==> src/rtl/agat9_kbd_host_pkg.sv <==
// Shared definitions for the Agat-9 keyboard host: receiver states and frame geometry.
// Combinational constants only; no latency, no flow control.
package agat9_kbd_host_pkg;

  typedef enum logic [1:0] {
    ST_IDLE = 2'd0,
    ST_DATA = 2'd1,
    ST_STOP = 2'd2
  } rx_state_t;

  localparam int KBD_FRAME_BITS = 9;
  localparam int KBD_DATA_BITS  = 7;
  localparam int KBD_CLK_DIV    = 32;

endpackage

==> src/rtl/agat9_kbd_host_sync2.sv <==
// Two-flop synchronizer with a selectable reset value for asynchronous keyboard pins.
// Latency 2 clocks; no flow control.
module agat9_sync2 #(
  parameter logic RST_VAL = 1'b1
) (
  input  logic clock,
  input  logic reset_n,
  input  logic d,
  output logic q
);

  logic meta;

  always_ff @(posedge clock) begin
    if (!reset_n) begin
      meta <= RST_VAL;
      q    <= RST_VAL;
    end else begin
      meta <= d;
      q    <= meta;
    end
  end

endmodule

==> src/rtl/agat9_kbd_host.sv <==
// Agat-9 keyboard host: drives Гкл, deserializes start/7-bit/stop frames into a one-entry buffer.
// code_valid rises 1 clock after the stop-bit strobe; a full buffer drops the frame and pulses overrun.
module agat9_kbd_host
  import agat9_kbd_host_pkg::*;
#(
  parameter int CLK_DIV   = KBD_CLK_DIV,
  parameter int DATA_BITS = KBD_DATA_BITS
) (
  input  logic                 clock,
  input  logic                 reset_n,
  output logic                 kbd_clock,
  output logic                 kbd_reply,
  input  logic                 kbd_data,
  input  logic                 kbd_reset_in,
  input  logic                 kbd_ruslat_in,
  output logic [DATA_BITS-1:0] code,
  output logic                 code_valid,
  input  logic                 code_ready,
  output logic                 overrun,
  output logic                 frame_err,
  output logic                 kbd_reset,
  output logic                 ruslat
);

  localparam logic [9:0] DIV_LAST = 10'(CLK_DIV - 1);
  localparam logic [2:0] BIT_LAST = 3'(DATA_BITS - 1);

  logic [9:0]           div_cnt;
  logic                 strobe;
  logic                 data_s;
  logic                 reset_in_s;
  rx_state_t            state;
  logic [2:0]           bit_cnt;
  logic [DATA_BITS-1:0] shreg;

  agat9_sync2 #(.RST_VAL(1'b1)) u_sync_data (
    .clock   (clock),
    .reset_n (reset_n),
    .d       (kbd_data),
    .q       (data_s)
  );

  agat9_sync2 #(.RST_VAL(1'b1)) u_sync_reset (
    .clock   (clock),
    .reset_n (reset_n),
    .d       (kbd_reset_in),
    .q       (reset_in_s)
  );

  agat9_sync2 #(.RST_VAL(1'b0)) u_sync_ruslat (
    .clock   (clock),
    .reset_n (reset_n),
    .d       (kbd_ruslat_in),
    .q       (ruslat)
  );

  assign kbd_reset = ~reset_in_s;

  // Strobe marks the cycle whose closing edge raises kbd_clock; the FSM samples on that edge.
  assign strobe = ~kbd_clock && (div_cnt == DIV_LAST);

  always_ff @(posedge clock) begin
    if (!reset_n) begin
      div_cnt   <= '0;
      kbd_clock <= 1'b1;
    end else if (div_cnt == DIV_LAST) begin
      div_cnt   <= '0;
      kbd_clock <= ~kbd_clock;
    end else begin
      div_cnt <= div_cnt + 10'd1;
    end
  end

  always_ff @(posedge clock) begin
    if (!reset_n) begin
      state      <= ST_IDLE;
      bit_cnt    <= '0;
      shreg      <= '0;
      code       <= '0;
      code_valid <= 1'b0;
      overrun    <= 1'b0;
      frame_err  <= 1'b0;
      kbd_reply  <= 1'b1;
    end else begin
      overrun   <= 1'b0;
      frame_err <= 1'b0;
      kbd_reply <= ~code_valid;

      if (code_valid && code_ready)
        code_valid <= 1'b0;

      if (kbd_reset) begin
        state <= ST_IDLE;
      end else if (strobe) begin
        case (state)
          ST_IDLE: begin
            if (!data_s) begin
              state   <= ST_DATA;
              bit_cnt <= '0;
            end
          end
          ST_DATA: begin
            shreg   <= {data_s, shreg[DATA_BITS-1:1]};
            bit_cnt <= bit_cnt + 3'd1;
            if (bit_cnt == BIT_LAST)
              state <= ST_STOP;
          end
          ST_STOP: begin
            state <= ST_IDLE;
            if (!data_s) begin
              frame_err <= 1'b1;
            end else if (!code_valid || code_ready) begin
              // A same-cycle accept frees the slot, so the new code overrides the clear above.
              code       <= shreg;
              code_valid <= 1'b1;
            end else begin
              overrun <= 1'b1;
            end
          end
          default: state <= ST_IDLE;
        endcase
      end
    end
  end

endmodule

==> config.mk <==
export PLATFORM = sky130hd
export DESIGN_NAME = agat9_kbd_host
export DESIGN_NICKNAME = d
export VERILOG_FILES = /design/src/rtl/agat9_kbd_host_pkg.sv /design/src/rtl/agat9_kbd_host_sync2.sv /design/src/rtl/agat9_kbd_host.sv
export SDC_FILE = /design/constraint.sdc
export NUM_CORES = 1
export LEC_CHECK = 0
export CELL_PAD_IN_SITES_DETAIL_PLACEMENT = 1
export CELL_PAD_IN_SITES_GLOBAL_PLACEMENT = 1
export CORE_ASPECT_RATIO = 1.5
export CORE_MARGIN = 3
export CORE_UTILIZATION = 44
export DETAILED_ROUTE_END_ITERATION = 10
export GPL_TIMING_DRIVEN = 0
export PLACE_DENSITY = 0.83
export SLEW_MARGIN = 20
export SYNTH_ARGS = -nofsm -noshare
export SYNTH_HDL_FRONTEND = slang
export SYNTH_SLANG_ARGS = --single-unit
==> constraint.sdc <==
create_clock -name clock -period 5.7 [get_ports clock]
set_input_delay 1.14 -clock clock [delete_from_list [all_inputs] [get_ports clock]]
set_output_delay 1.14 -clock clock [all_outputs]
set_load 0.01 [all_outputs]
==> impl_metrics.tcl <==
set metrics [dict create \
    final_hold_viol_count 0 \
    synth.distinct_cells 37 \
    synth_seq_cells 40 \
    clock_buffer_depth 2 \
    antenna_cells 0 \
    worstSkewPairLatency_ns 0.29 \
    skew_ns 0.00318 \
    outcome "finished clean" \
    clock_sink_count 40 \
    remaining_antenna_violation_count 0 \
    die_width_um 54.2 \
    worst_setup_slack_after_placement_ns 3.14 \
    vias_in_the_first_global_route 1268 \
    grt_first_pass_wirelength_mm 5.82 \
    critPathTopFamily "buffers and inverters" \
    worst_path_max_delay_cell "sky130_fd_sc_hd__clkdlybuf4s50_1" \
    postLayoutCoreUtil_pct 57.3 \
    async_flop_share_pct 0 \
    groute.usage.overall_pct 19.0 \
    timing.critical_path.to_type "output pin" \
    dp.final_hpwl_mm 2.55 \
    p_leak_nw 0.721 \
    sequential_cell_area_fraction_in_the_yosys_report_pct 52.2 \
    fin_worst_hold_slack_ns 0.401 \
    avg_synthesized_cell_area_um2 9.78 \
    numCtsBuffers 5 \
    count_of_flip_flops_with_a_built_in_enable_after_synthesis 0 \
    worst-endpoint-arrival_ns 1.27 \
    place_congestion 0.730 \
    fin_ws_ns 3.29 \
    top_ff_cell_synth "sky130_fd_sc_hd__dfxtp_1" \
    yosysWarningCount 0 \
    holdBufCountCts 0 \
    worst_path_largest_cell_delay_ns 0.58 \
    placement.io_buffers 19 \
    max_freq_ghz 0.414 \
    timing.setup.critical_path_class "flip-flop to output pin" \
    rows 25 \
    max_cap_viol_count 0 \
    globalRouteOverflowTotal 0 \
    routed-via-count 1158 \
    cts_resized 0 \
    grt_antenna_before_repair 0 \
    routed_via_density 5.17 \
    top_level_ports 20 \
    number_of_slew_limit_violations_in_the_final_report 0 \
    power-per-cell-area_nw_per_um2 264 \
    worst_setup_hold_path_clk_slew_ns 0.07 \
    cts_root_buffer "sky130_fd_sc_hd__clkbuf_8" \
    setup_viol_count_final 0 \
    fill_cells 395 \
    drtPass1Iterations 4 \
    share_of_the_clock_period_used_by_the_worst_path_after_layout_pct 42.4 \
    netlist_instances 157 \
    worstPathCellList "clkdlybuf4s50_1" \
    buf_inv_on_cp 1 \
    slew-limit-headroom_pct 55.8 \
    final_period_minus_worst_setup_slack_ns 2.41 \
    tritoncts_clock_tree "done" \
    worst_hold_path_type "flip-flop to flip-flop" \
    post_cts_buffers 0 \
    post_route_cells_drive_above_1_share_pct 6.52 \
    core_area_um2 3250 \
    synth.net_count 166 \
    wl_mm 3.39 \
    syn-cell-area_um2 1540 \
    areaGrowthSynthToFinish_pct 21.5 \
    die_h_um 78.3 \
    die_area_um2 4250 \
    post_drt_wl_per_cell_um 15.1 \
    fin_total_pwr_w 0.000492 \
    finalSetupTns_ns 0 \
    number_of_design_rule_violations_left_by_the_first_detailed_router_iteration 11 \
    h-tree-depth 2 \
    worstPathMaxFanout 4 \
    starting_density_of_the_core_pct 47.2 \
    setup_repair_after_global_routing_missed_its_margin "false" \
    layout.nets 192 \
    drc 0 \
    worst_pin_slew_ns 0.658 \
    worstSetupStartpointType "flip-flop" \
    max-vdd-ir-drop_mv 0.235 \
    required_ns 4.56 \
    grt_start_max_net_pins 12 \
]
## cells in the final DEF (no fill, tap or decap)
master	count
sky130_fd_sc_hd__inv_1	3
sky130_fd_sc_hd__o31ai_1	1
sky130_fd_sc_hd__nand2_2	1
sky130_fd_sc_hd__clkbuf_1	4
sky130_fd_sc_hd__or2b_1	2
sky130_fd_sc_hd__ha_1	3
sky130_fd_sc_hd__o31a_1	1
sky130_fd_sc_hd__nand2b_1	4
sky130_fd_sc_hd__nor2_1	15
sky130_fd_sc_hd__nor2b_1	1
sky130_fd_sc_hd__o21ai_0	1
sky130_fd_sc_hd__nor3_1	3
sky130_fd_sc_hd__clkdlybuf4s50_1	19
sky130_fd_sc_hd__clkbuf_8	6
sky130_fd_sc_hd__xor2_1	4
sky130_fd_sc_hd__a21oi_1	3
sky130_fd_sc_hd__or3_4	1
sky130_fd_sc_hd__xnor2_1	4
sky130_fd_sc_hd__buf_4	1
sky130_fd_sc_hd__nand3_1	4
sky130_fd_sc_hd__dfxtp_1	40
sky130_fd_sc_hd__and2_1	2
sky130_fd_sc_hd__or4b_4	1
sky130_fd_sc_hd__o22ai_1	1
sky130_fd_sc_hd__or4_1	1
sky130_fd_sc_hd__mux2i_1	14
sky130_fd_sc_hd__nand2_1	29
sky130_fd_sc_hd__and2b_1	1
sky130_fd_sc_hd__nor4_4	1
sky130_fd_sc_hd__o32ai_1	1
sky130_fd_sc_hd__and3b_1	1
sky130_fd_sc_hd__nand4b_1	1
sky130_fd_sc_hd__or3_1	2
sky130_fd_sc_hd__and4_1	1
sky130_fd_sc_hd__o21a_1	1
sky130_fd_sc_hd__nand4_1	2
sky130_fd_sc_hd__nor4_1	1
sky130_fd_sc_hd__and3_1	2
sky130_fd_sc_hd__buf_2	1
## cell type report
type / count / area, um^2 / share of cell area [%]
buffer: 4 / 20.0 / 1.07
inverter: 3 / 11.3 / 0.604
clock buffer: 8 / 90.1 / 4.83
multi-input combinational: 110 / 703 / 37.7
timing repair buffer: 19 / 190 / 10.2
tap: 40 / 50.0 / 2.68
sequential: 40 / 801 / 42.9
## kinds of logic (layout without fill, tap and decap cells)
group,after synthesis,after routing,synth area share (%)
mux,14,14,9.13
simple gates,76,76,25.8
compound gates,9,9,3.83
flops,40,40,52.2
fa+ha+maj,3,3,2.45
buf+inv,7,34,2.04
xor+xnor,8,8,4.56
## synthesized netlist by cell type, drive strengths merged (2+ instances only)
cell type,count,area (um^2)
or3,3,23.8
nor4,2,27.5
clkbuf,2,7.51
nand2b,4,25.0
xnor2,4,35.0
ha,3,37.5
and2,2,12.5
or2b,2,15.0
nor2,15,56.3
nand4,2,12.5
mux2i,14,140
dfxtp,40,801
buf,2,12.5
inv,3,11.3
a21oi,3,15.0
nor3,3,15.0
xor2,4,35.0
nand3,4,20.0
and3,2,12.5
nand2,30,115
## layer usage
layer | global-route usage, % | wire (um) | vias to the layer above
met5 | 0 | 0 | -
met4 | 8.23 | 51 | 0
met3 | 4.55 | 63 | 6
met2 | 34.3 | 2000 | 11
met1 | 19.5 | 1270 | 563
li1 | - | - | 578
## path summary, 6_finish.rpt
| path | to | depth (start not counted) | startpoint | slack, ns |
|---|---|---|---|---|
| worst min register to register | kbd_reply | 1 | code_valid | 0.40 |
| worst max register to register | code[1] | 5 | div_cnt[0] | 3.66 |
| worst max-delay path | kbd_clock | 1 | kbd_clock | 3.29 |
| worst min-delay path | kbd_reply | 1 | code_valid | 0.40 |
## where the power goes
group / switching (W) / internal, W
Combinational: 0.00000924 / 0.00000810
Clock: 0.0000910 / 0.0000986
Sequential: 0.00000213 / 0.000283
Total: 0.000102 / 0.000390
## stage by stage
step / std cells / instance area (um^2)
floorplan: 157 / 1540
global placement: 216 / 1780
detailed placement: 216 / 1780
CTS: 224 / 1870
global route: 224 / 1870
finish: 224 / 1870
## state kept, by name, indices dropped and copies added, names as in the netlist
register            cells
u_sync_data.q           1
div_cnt                10
code_valid              1
code                    7
u_sync_data.meta        1
u_sync_reset.q          1
frame_err               1
shreg                   7
state                   2
bit_cnt                 3
u_sync_ruslat.q         1
kbd_reply               1
u_sync_ruslat.meta      1
overrun                 1
u_sync_reset.meta       1
kbd_clock               1
(Power assumes the default switching activity.)
